`src/rtl/uart_tx_serializer.sv`:
```
// UART transmit serializer: one bit per CLK_tx cycle, frame = start, data LSB-first,
// optional parity, stop. Every output is driven straight from a flop.
module uart_tx_serializer #(
    parameter int DATA_WIDTH = 8
) (
    input  logic                  CLK_tx,
    input  logic                  RST_tx,
    input  logic [DATA_WIDTH-1:0] P_DATA_tx,
    input  logic                  Data_valid_tx,
    input  logic                  PAR_EN_tx,
    input  logic                  PAR_TYP_tx,
    output logic                  TX_OUT_tx,
    output logic                  Busy_tx
);

    localparam int CNT_W = (DATA_WIDTH > 1) ? $clog2(DATA_WIDTH) : 1;
    localparam logic [CNT_W-1:0] CNT_LAST = CNT_W'(DATA_WIDTH - 1);

    typedef enum logic [2:0] {
        IDLE,
        START,
        DATA,
        PARITY,
        STOP
    } state_t;

    state_t                state, state_next;
    logic [CNT_W-1:0]      cnt, cnt_next;
    logic [DATA_WIDTH-1:0] data_reg;
    logic                  par_en_reg;
    logic                  parity_reg;
    logic                  load;
    logic                  tx_next;
    logic                  busy_next;

    // Even parity is the XOR of the payload; odd parity is its complement.
    function automatic logic parity_of(input logic [DATA_WIDTH-1:0] d, input logic odd);
        return (^d) ^ odd;
    endfunction

    always_ff @(posedge CLK_tx or posedge RST_tx) begin
        if (RST_tx) begin
            state      <= IDLE;
            cnt        <= '0;
            data_reg   <= '0;
            par_en_reg <= 1'b0;
            parity_reg <= 1'b0;
            TX_OUT_tx  <= 1'b1;
            Busy_tx    <= 1'b0;
        end else begin
            state     <= state_next;
            cnt       <= cnt_next;
            TX_OUT_tx <= tx_next;
            Busy_tx   <= busy_next;
            if (load) begin
                data_reg   <= P_DATA_tx;
                par_en_reg <= PAR_EN_tx;
                parity_reg <= parity_of(P_DATA_tx, PAR_TYP_tx);
            end
        end
    end

    always_comb begin
        state_next = state;
        cnt_next   = cnt;
        load       = 1'b0;
        unique case (state)
            IDLE: begin
                if (Data_valid_tx) begin
                    state_next = START;
                    load       = 1'b1;
                end
            end
            START: begin
                state_next = DATA;
                cnt_next   = '0;
            end
            DATA: begin
                if (cnt == CNT_LAST) begin
                    state_next = par_en_reg ? PARITY : STOP;
                    cnt_next   = '0;
                end else begin
                    cnt_next = cnt + 1'b1;
                end
            end
            PARITY:  state_next = STOP;
            STOP:    state_next = IDLE;
            default: state_next = IDLE;
        endcase
    end

    // Outputs are precomputed from the state being entered so that the line
    // changes on the same edge as the state, with no decode after the flop.
    always_comb begin
        tx_next   = 1'b1;
        busy_next = (state_next != IDLE);
        unique case (state_next)
            START:   tx_next = 1'b0;
            DATA:    tx_next = data_reg[cnt_next];
            PARITY:  tx_next = parity_reg;
            default: tx_next = 1'b1;
        endcase
    end

endmodule

```
`config.mk`:
```
export PLATFORM = sky130hd
export DESIGN_NAME = uart_tx_serializer
export DESIGN_NICKNAME = d
export VERILOG_FILES = /design/src/rtl/uart_tx_serializer.sv
export SDC_FILE = /design/constraint.sdc
export NUM_CORES = 1
export LEC_CHECK = 0
export BUFFER_PORTS_ARGS = -buffer_cell sky130_fd_sc_hd__buf_2
export CAP_MARGIN = 40
export CORE_MARGIN = 4
export CORE_UTILIZATION = 30
export DETAILED_ROUTE_END_ITERATION = 10
export SLEW_MARGIN = 20
export SYNTH_ARGS = -nofsm -noshare
export SYNTH_HDL_FRONTEND = slang
export SYNTH_SLANG_ARGS = --single-unit
```
`constraint.sdc`:
```
create_clock -name CLK_tx -period 2.75 [get_ports CLK_tx]
set_input_delay 0.1375 -clock CLK_tx [delete_from_list [all_inputs] [get_ports CLK_tx]]
set_output_delay 0.1375 -clock CLK_tx [all_outputs]
set_load 0.05 [all_outputs]
```
==> results_dict.tcl, run 1 <==
set metrics [dict create \
    hpwl_mm 1.31 \
    crit_cells 7 \
    synth_most_common_cell "dfrtp_1" \
    crit_buf_inv 0 \
    synth.cell_area_sq_um 961 \
    worstMarginPinSlew_ns 0.682 \
    drive_above_1_share 0.343 \
    crit_fanout 5 \
    ir_drop_mv 0.458 \
    htreeDepth 1 \
    crit_arrival_ns 2.50 \
    cts_sinks 18 \
    setup_violations 0 \
    rrSetupSlack_ns 0.47 \
    ant_nets 0 \
    io_buffer_count 14 \
    cts.clk_slew.worst_paths_ns 0.10 \
    ys_ff_latch 18 \
    synth_ff_type "dfrtp_1" \
    syn-num-nets 98 \
    r2r-start "cnt[0]" \
    route.detailed.drc 0 \
    largest_reg_flops 8 \
    grt_overflow 0 \
    grt_max_degree 19 \
    synth-edff-count 0 \
    async_flop_share 1.00 \
    final_util 0.366 \
    slew_violations 0 \
    fin_crit_sh 0.830 \
    ctsRootBufferMaster "clkbuf_4" \
    setup.worst_path.end "TX_OUT_tx" \
    fmax_ghz 0.438 \
    pre_cts_ws_ns 0.488 \
    gp_congestion 0.703 \
    yosys_warnings 0 \
    area_delta_synth_final_pct 16.3 \
    clock_skew_ns 0.00192 \
    crit_family "simple AND/OR/NAND/NOR gates" \
    synth_cell_types 30 \
    dr.first_iter.drc_count 21 \
    rows 20 \
    nNetsFinal 115 \
    cts_buffer_depth 2 \
    final.min_clock_period_ns 2.28 \
    worstHoldPathType "primary input to flip-flop" \
    via_per_inst 4.56 \
    grt_usage 0.0930 \
    antenna_found_initial 0 \
    cts-buffers-inserted 3 \
    fillers 332 \
    core-area_sq_um 3050 \
    cts_setup_buffers 0 \
    slew_headroom 0.545 \
    final_hold_viol_count 0 \
    wl_met2_um 893 \
    cap_viol_max_count 0 \
    required_ns 2.97 \
    die_h_um 64.6 \
    wirelength_mm 1.70 \
    p_leak_nw 0.516 \
    avgSynthCellArea_sq_um 11.6 \
    synth_seq_area_share 0.470 \
    grt_pass1_wl_mm 2.97 \
    rsz0062_at_grt "no" \
    ff2ff_path_depth 7 \
    met1_length_um 742 \
    cp-startpoint "cnt[0]" \
    worstPathCellList "ha_1 > and4bb_1 > a211oi_4 > mux2_4 > or3_1 > nand4_1 > a22oi_2" \
    dieWidth_um 64.6 \
    fin_setup_tns_ns 0 \
    n_antenna_cell 0 \
    yosys.area.top_type "dfrtp_1" \
    wl_per_cell_um 11.9 \
    die_area_sq_um 4170 \
    clkLatencyLatePin_ns 0.29 \
    cpPeakStageDelay_ns 0.42 \
    fin_ws_ns 0.469 \
    cp-start-kind "flip-flop" \
    initial_core_util 0.315 \
    worst_r2r_endpoint "TX_OUT_tx" \
    cp-end-kind "flip-flop" \
    synthTopCellsByArea "dfrtp_1 (44%), mux2_2 (11%), xnor2_1 (5.5%)" \
    outcome "completed" \
    dr_total_vias 652 \
    ys_top_cells_by_count "dfrtp_1 (17), mux2_2 (9), a21oi_1 (6), xnor2_1 (6)" \
    cts_tree "yes" \
    synth_cells 83 \
    crit_slowest_cell "dfrtp_1" \
    dr.pass1.iters 4 \
    power.total_mw 1.23 \
    io_pins 15 \
    power.density_nw_per_um2 1100 \
    grt_pass1_vias 642 \
    crit_type "flip-flop to flip-flop" \
    wl_met3_um 51 \
    top_layer "met4" \
    yosysTopAreaCellShare 0.443 \
]
## worst min-delay path: stages
cell	delay, ns
buf_2	0.08
nand2_1	0.03
o21ai_0	0.05
## where the power goes
group,internal (mW),switching (mW),leakage (nW),total [mW]
clock network,0.0806,0.0826,0.0210,0.163
logic,0.281,0.286,0.277,0.567
registers,0.395,0.104,0.218,0.500
## area by class of cell
| cell class | count | area, sq um | area share |
|---|---|---|---|
| inverter | 4 | 15.0 | 0.0134 |
| clock buffer | 4 | 36.3 | 0.0325 |
| tap | 44 | 55.1 | 0.0493 |
| sequential | 18 | 452 | 0.404 |
| timing repair buffer | 16 | 87.6 | 0.0784 |
| multi-input combinational | 57 | 472 | 0.422 |
## cells in the final DEF (no fill, tap or decap), types with 2 or more instances in the layout
| master | Yosys | layout |
|---|---|---|
| a21oi_1 | 6 | 6 |
| buf_2 | 2 | 14 |
| clkbuf_4 | 0 | 3 |
| dfrtp_1 | 17 | 17 |
| ha_1 | 2 | 2 |
| inv_1 | 4 | 4 |
| mux2_2 | 9 | 9 |
| mux2i_1 | 3 | 3 |
| nand2_1 | 4 | 4 |
| nand3b_1 | 2 | 2 |
| nor2_1 | 3 | 3 |
| nor3_1 | 2 | 2 |
| o21ai_0 | 3 | 3 |
| or3_1 | 2 | 2 |
| xnor2_1 | 6 | 6 |
| xor2_1 | 2 | 2 |
## worst min-delay path by stage
stage | start | cells after the start | to
2_1_floorplan | RST_tx | 1 | Busy_tx
3_3_place_gp | RST_tx | 2 | parity_reg
3_5_place_dp | RST_tx | 2 | parity_reg
4_1_cts | PAR_EN_tx | 3 | par_en_reg
5_1_grt | PAR_EN_tx | 3 | par_en_reg
6_report | PAR_EN_tx | 3 | par_en_reg
## per-stage QoR
| step | hold WS [ns] | cell area (sq um) | std cells |
|---|---|---|---|
| final | 0.0404 | 1120 | 143 |
| after global routing | 0.0544 | 1120 | 143 |
| after CTS | 0.0389 | 1120 | 143 |
| after detailed placement | 0.279 | 1070 | 138 |
| after global placement | 0.260 | 1070 | 138 |
| after floorplan | 0.0753 | 961 | 83 |
## what timing repair did
item,in CTS,in global routing
hold buffers,1,0
hold endpoints to repair,17,0
gates resized for setup,0,0
## logic make-up after synthesis
kind of cell	count (synthesis)	share of synthesized area
and+or+nand+nor	22	0.145
DFF	18	0.470
muxes	13	0.152
AOI/OAI and AO/OA	12	0.0885
xor gates and xnor gates	8	0.0729
buffers and inverters	8	0.0456
adders and majority gates	2	0.0260
## routing by layer
metal  track usage  vias to the layer above
li1              -                      321
met1         0.115                      318
met2         0.159                       11
met3        0.0225                        2
met4        0.0317                        0
met5             0                        -
Note: power is estimated with default switching activity, not from simulation.
==> run 2: changes to the inputs <==
==> constraint.sdc (replaced) <==
create_clock -name CLK_tx -period 2.15 [get_ports CLK_tx]
set_input_delay 0.1075 -clock CLK_tx [delete_from_list [all_inputs] [get_ports CLK_tx]]
set_output_delay 0.1075 -clock CLK_tx [all_outputs]
set_load 0.05 [all_outputs]
==> run 2 against run 1 <==
Flip-flop and latch count did not move; clock-buffer cell count did not move; global-route usage rose by 0.36 points; clock power rose by 9%; non-clock buffer count rose by 5; core utilization rose by 0.90 points; hold slack got worse by 0.013 ns; wire length rose by 1.7%; total power rose by 31%; critical path type unchanged; largest power group unchanged; highest routed layer unchanged.
==> results_dict.tcl, run 2 (synthesis gave the netlist of run 1 again) <==
set metrics [dict create \
    fmax_ghz 0.486 \
    cp-end-kind "flip-flop" \
    via_per_inst 4.57 \
    initial_core_util 0.315 \
    power.total_mw 1.61 \
    cap_viol_max_count 0 \
    dieWidth_um 64.6 \
    largest_reg_flops 8 \
    cts_tree "yes" \
    worstPathCellList "ha_1 > and4bb_1 > a211oi_4 > mux2_4 > or3_1 > nand4_1 > a22oi_2" \
    cts_setup_buffers 0 \
    crit_arrival_ns 2.27 \
    grt_pass1_wl_mm 3.10 \
    antenna_found_initial 0 \
    slew_headroom 0.549 \
    crit_buf_inv 0 \
    worstMarginPinSlew_ns 0.676 \
    gp_congestion 0.738 \
    final_hold_viol_count 0 \
    dr_total_vias 677 \
    fin_setup_tns_ns 0 \
    n_antenna_cell 0 \
    worst_r2r_endpoint "TX_OUT_tx" \
    die_area_sq_um 4170 \
    grt_usage 0.0965 \
    cp-start-kind "flip-flop" \
    finish.instance_area_sq_um 1140 \
    required_ns 2.36 \
    cp-startpoint "cnt[0]" \
    ff2ff_path_depth 7 \
    ctsRootBufferMaster "clkbuf_4" \
    layout.cells.non_filler 148 \
    cts.clk_slew.worst_paths_ns 0.11 \
    wl_per_cell_um 11.7 \
    final_util 0.375 \
    place_inst 143 \
    cts_sinks 18 \
    grt_overflow 0 \
    grt_pass1_vias 705 \
    setup_violations 0 \
    dr.pass1.iters 4 \
    io_pins 15 \
    r2r-start "cnt[0]" \
    grt_max_degree 19 \
    hpwl_mm 1.37 \
    crit_cells 7 \
    dr.first_iter.drc_count 5 \
    clkLatencyLatePin_ns 0.30 \
    ant_nets 0 \
    worstHoldEndpoint "par_en_reg" \
    wirelength_mm 1.73 \
    outcome "completed" \
    placed_area_sq_um 1110 \
    crit_family "simple AND/OR/NAND/NOR gates" \
    rsz0062_at_grt "no" \
    holdPathStages 3 \
    area_delta_synth_final_pct 19.1 \
    route.detailed.drc 0 \
    drive_above_1_share 0.365 \
    core-area_sq_um 3050 \
    worstHoldPathType "primary input to flip-flop" \
    rrSetupSlack_ns 0.09 \
    io_buffer_count 14 \
    clock_skew_ns 0.0137 \
    power.density_nw_per_um2 1410 \
    cts-buffers-inserted 3 \
    fin_crit_sh 0.957 \
    crit_type "flip-flop to flip-flop" \
    nNetsFinal 120 \
    htreeDepth 1 \
    ir_drop_mv 0.512 \
    worstHoldStart "PAR_EN_tx" \
    die_h_um 64.6 \
    crit_fanout 4 \
    p_leak_nw 0.535 \
    slew_violations 0 \
    final.min_clock_period_ns 2.06 \
    cpPeakStageDelay_ns 0.42 \
    final_cell_mix "dfrtp_1 (17), buf_2 (14), mux2_2 (9)" \
    rows 20 \
    crit_slowest_cell "dfrtp_1" \
    cts_buffer_depth 2 \
    final_common_cell "dfrtp_1" \
]
run 2: cell count changes in the layout (fill, tap and decap cells not counted):
cell      before  now
clkbuf_1       0    1
o21ai_0        3    2
clkbuf_8       1    0
buf_4          1    6
o21ai_1        0    1
run 2: cell type report:
cell class | count | area (sq um)
fillers | 320 | 1910
multi-input cells | 57 | 472
flip-flops and latches | 18 | 452
repair buffers | 21 | 125
well taps | 44 | 55.1
clock buffers | 4 | 26.3
inverters | 4 | 15.0
run 2: how the worst max path moves through the flow:
stage | to | slack (ns)
6_report | TX_OUT_tx | 0.09
5_1_grt | TX_OUT_tx | 0.02
4_1_cts | TX_OUT_tx | 0.01
3_5_place_dp | TX_OUT_tx | 0.06
3_3_place_gp | TX_OUT_tx | 0.07
2_1_floorplan | TX_OUT_tx | 0.009
run 2: worst register-to-register path, cell delays in order (launching register included):
cell	delay (ns)
dfrtp_1	0.42
ha_1	0.27
and4bb_1	0.23
a211oi_4	0.20
mux2_4	0.32
or3_1	0.37
nand4_1	0.09
a22oi_2	0.08
run 2: metal layers:
layer | vias to the layer above | GRT usage | share of wire
li1 | 330 | - | -
met2 | 9 | 0.169 | 0.50
met1 | 334 | 0.110 | 0.45
met4 | 0 | 0.0475 | 0.019
met5 | - | 0 | 0
met3 | 4 | 0.0225 | 0.031
run 2: power breakdown:
group | internal, mW | leakage [nW] | switching [mW] | total (mW)
Combinational | 0.419 | 0.302 | 0.404 | 0.823
Sequential | 0.506 | 0.218 | 0.108 | 0.614
Clock | 0.0722 | 0.0150 | 0.104 | 0.177
run 2: timing repair:
item,in CTS,in global routing
endpoints found under the hold margin,17,0
gates resized for setup,0,1
hold buffers,1,0
setup endpoints to repair,0,1
run 2: through the flow:
stage | hold WS, ns | worst slack, ns
after floorplan | 0.0453 | 0.00867
after global placement | 0.240 | 0.0738
after detailed placement | 0.245 | 0.0590
after CTS | 0.0242 | 0.0140
after global routing | 0.0338 | 0.0199
final | 0.0273 | 0.0917
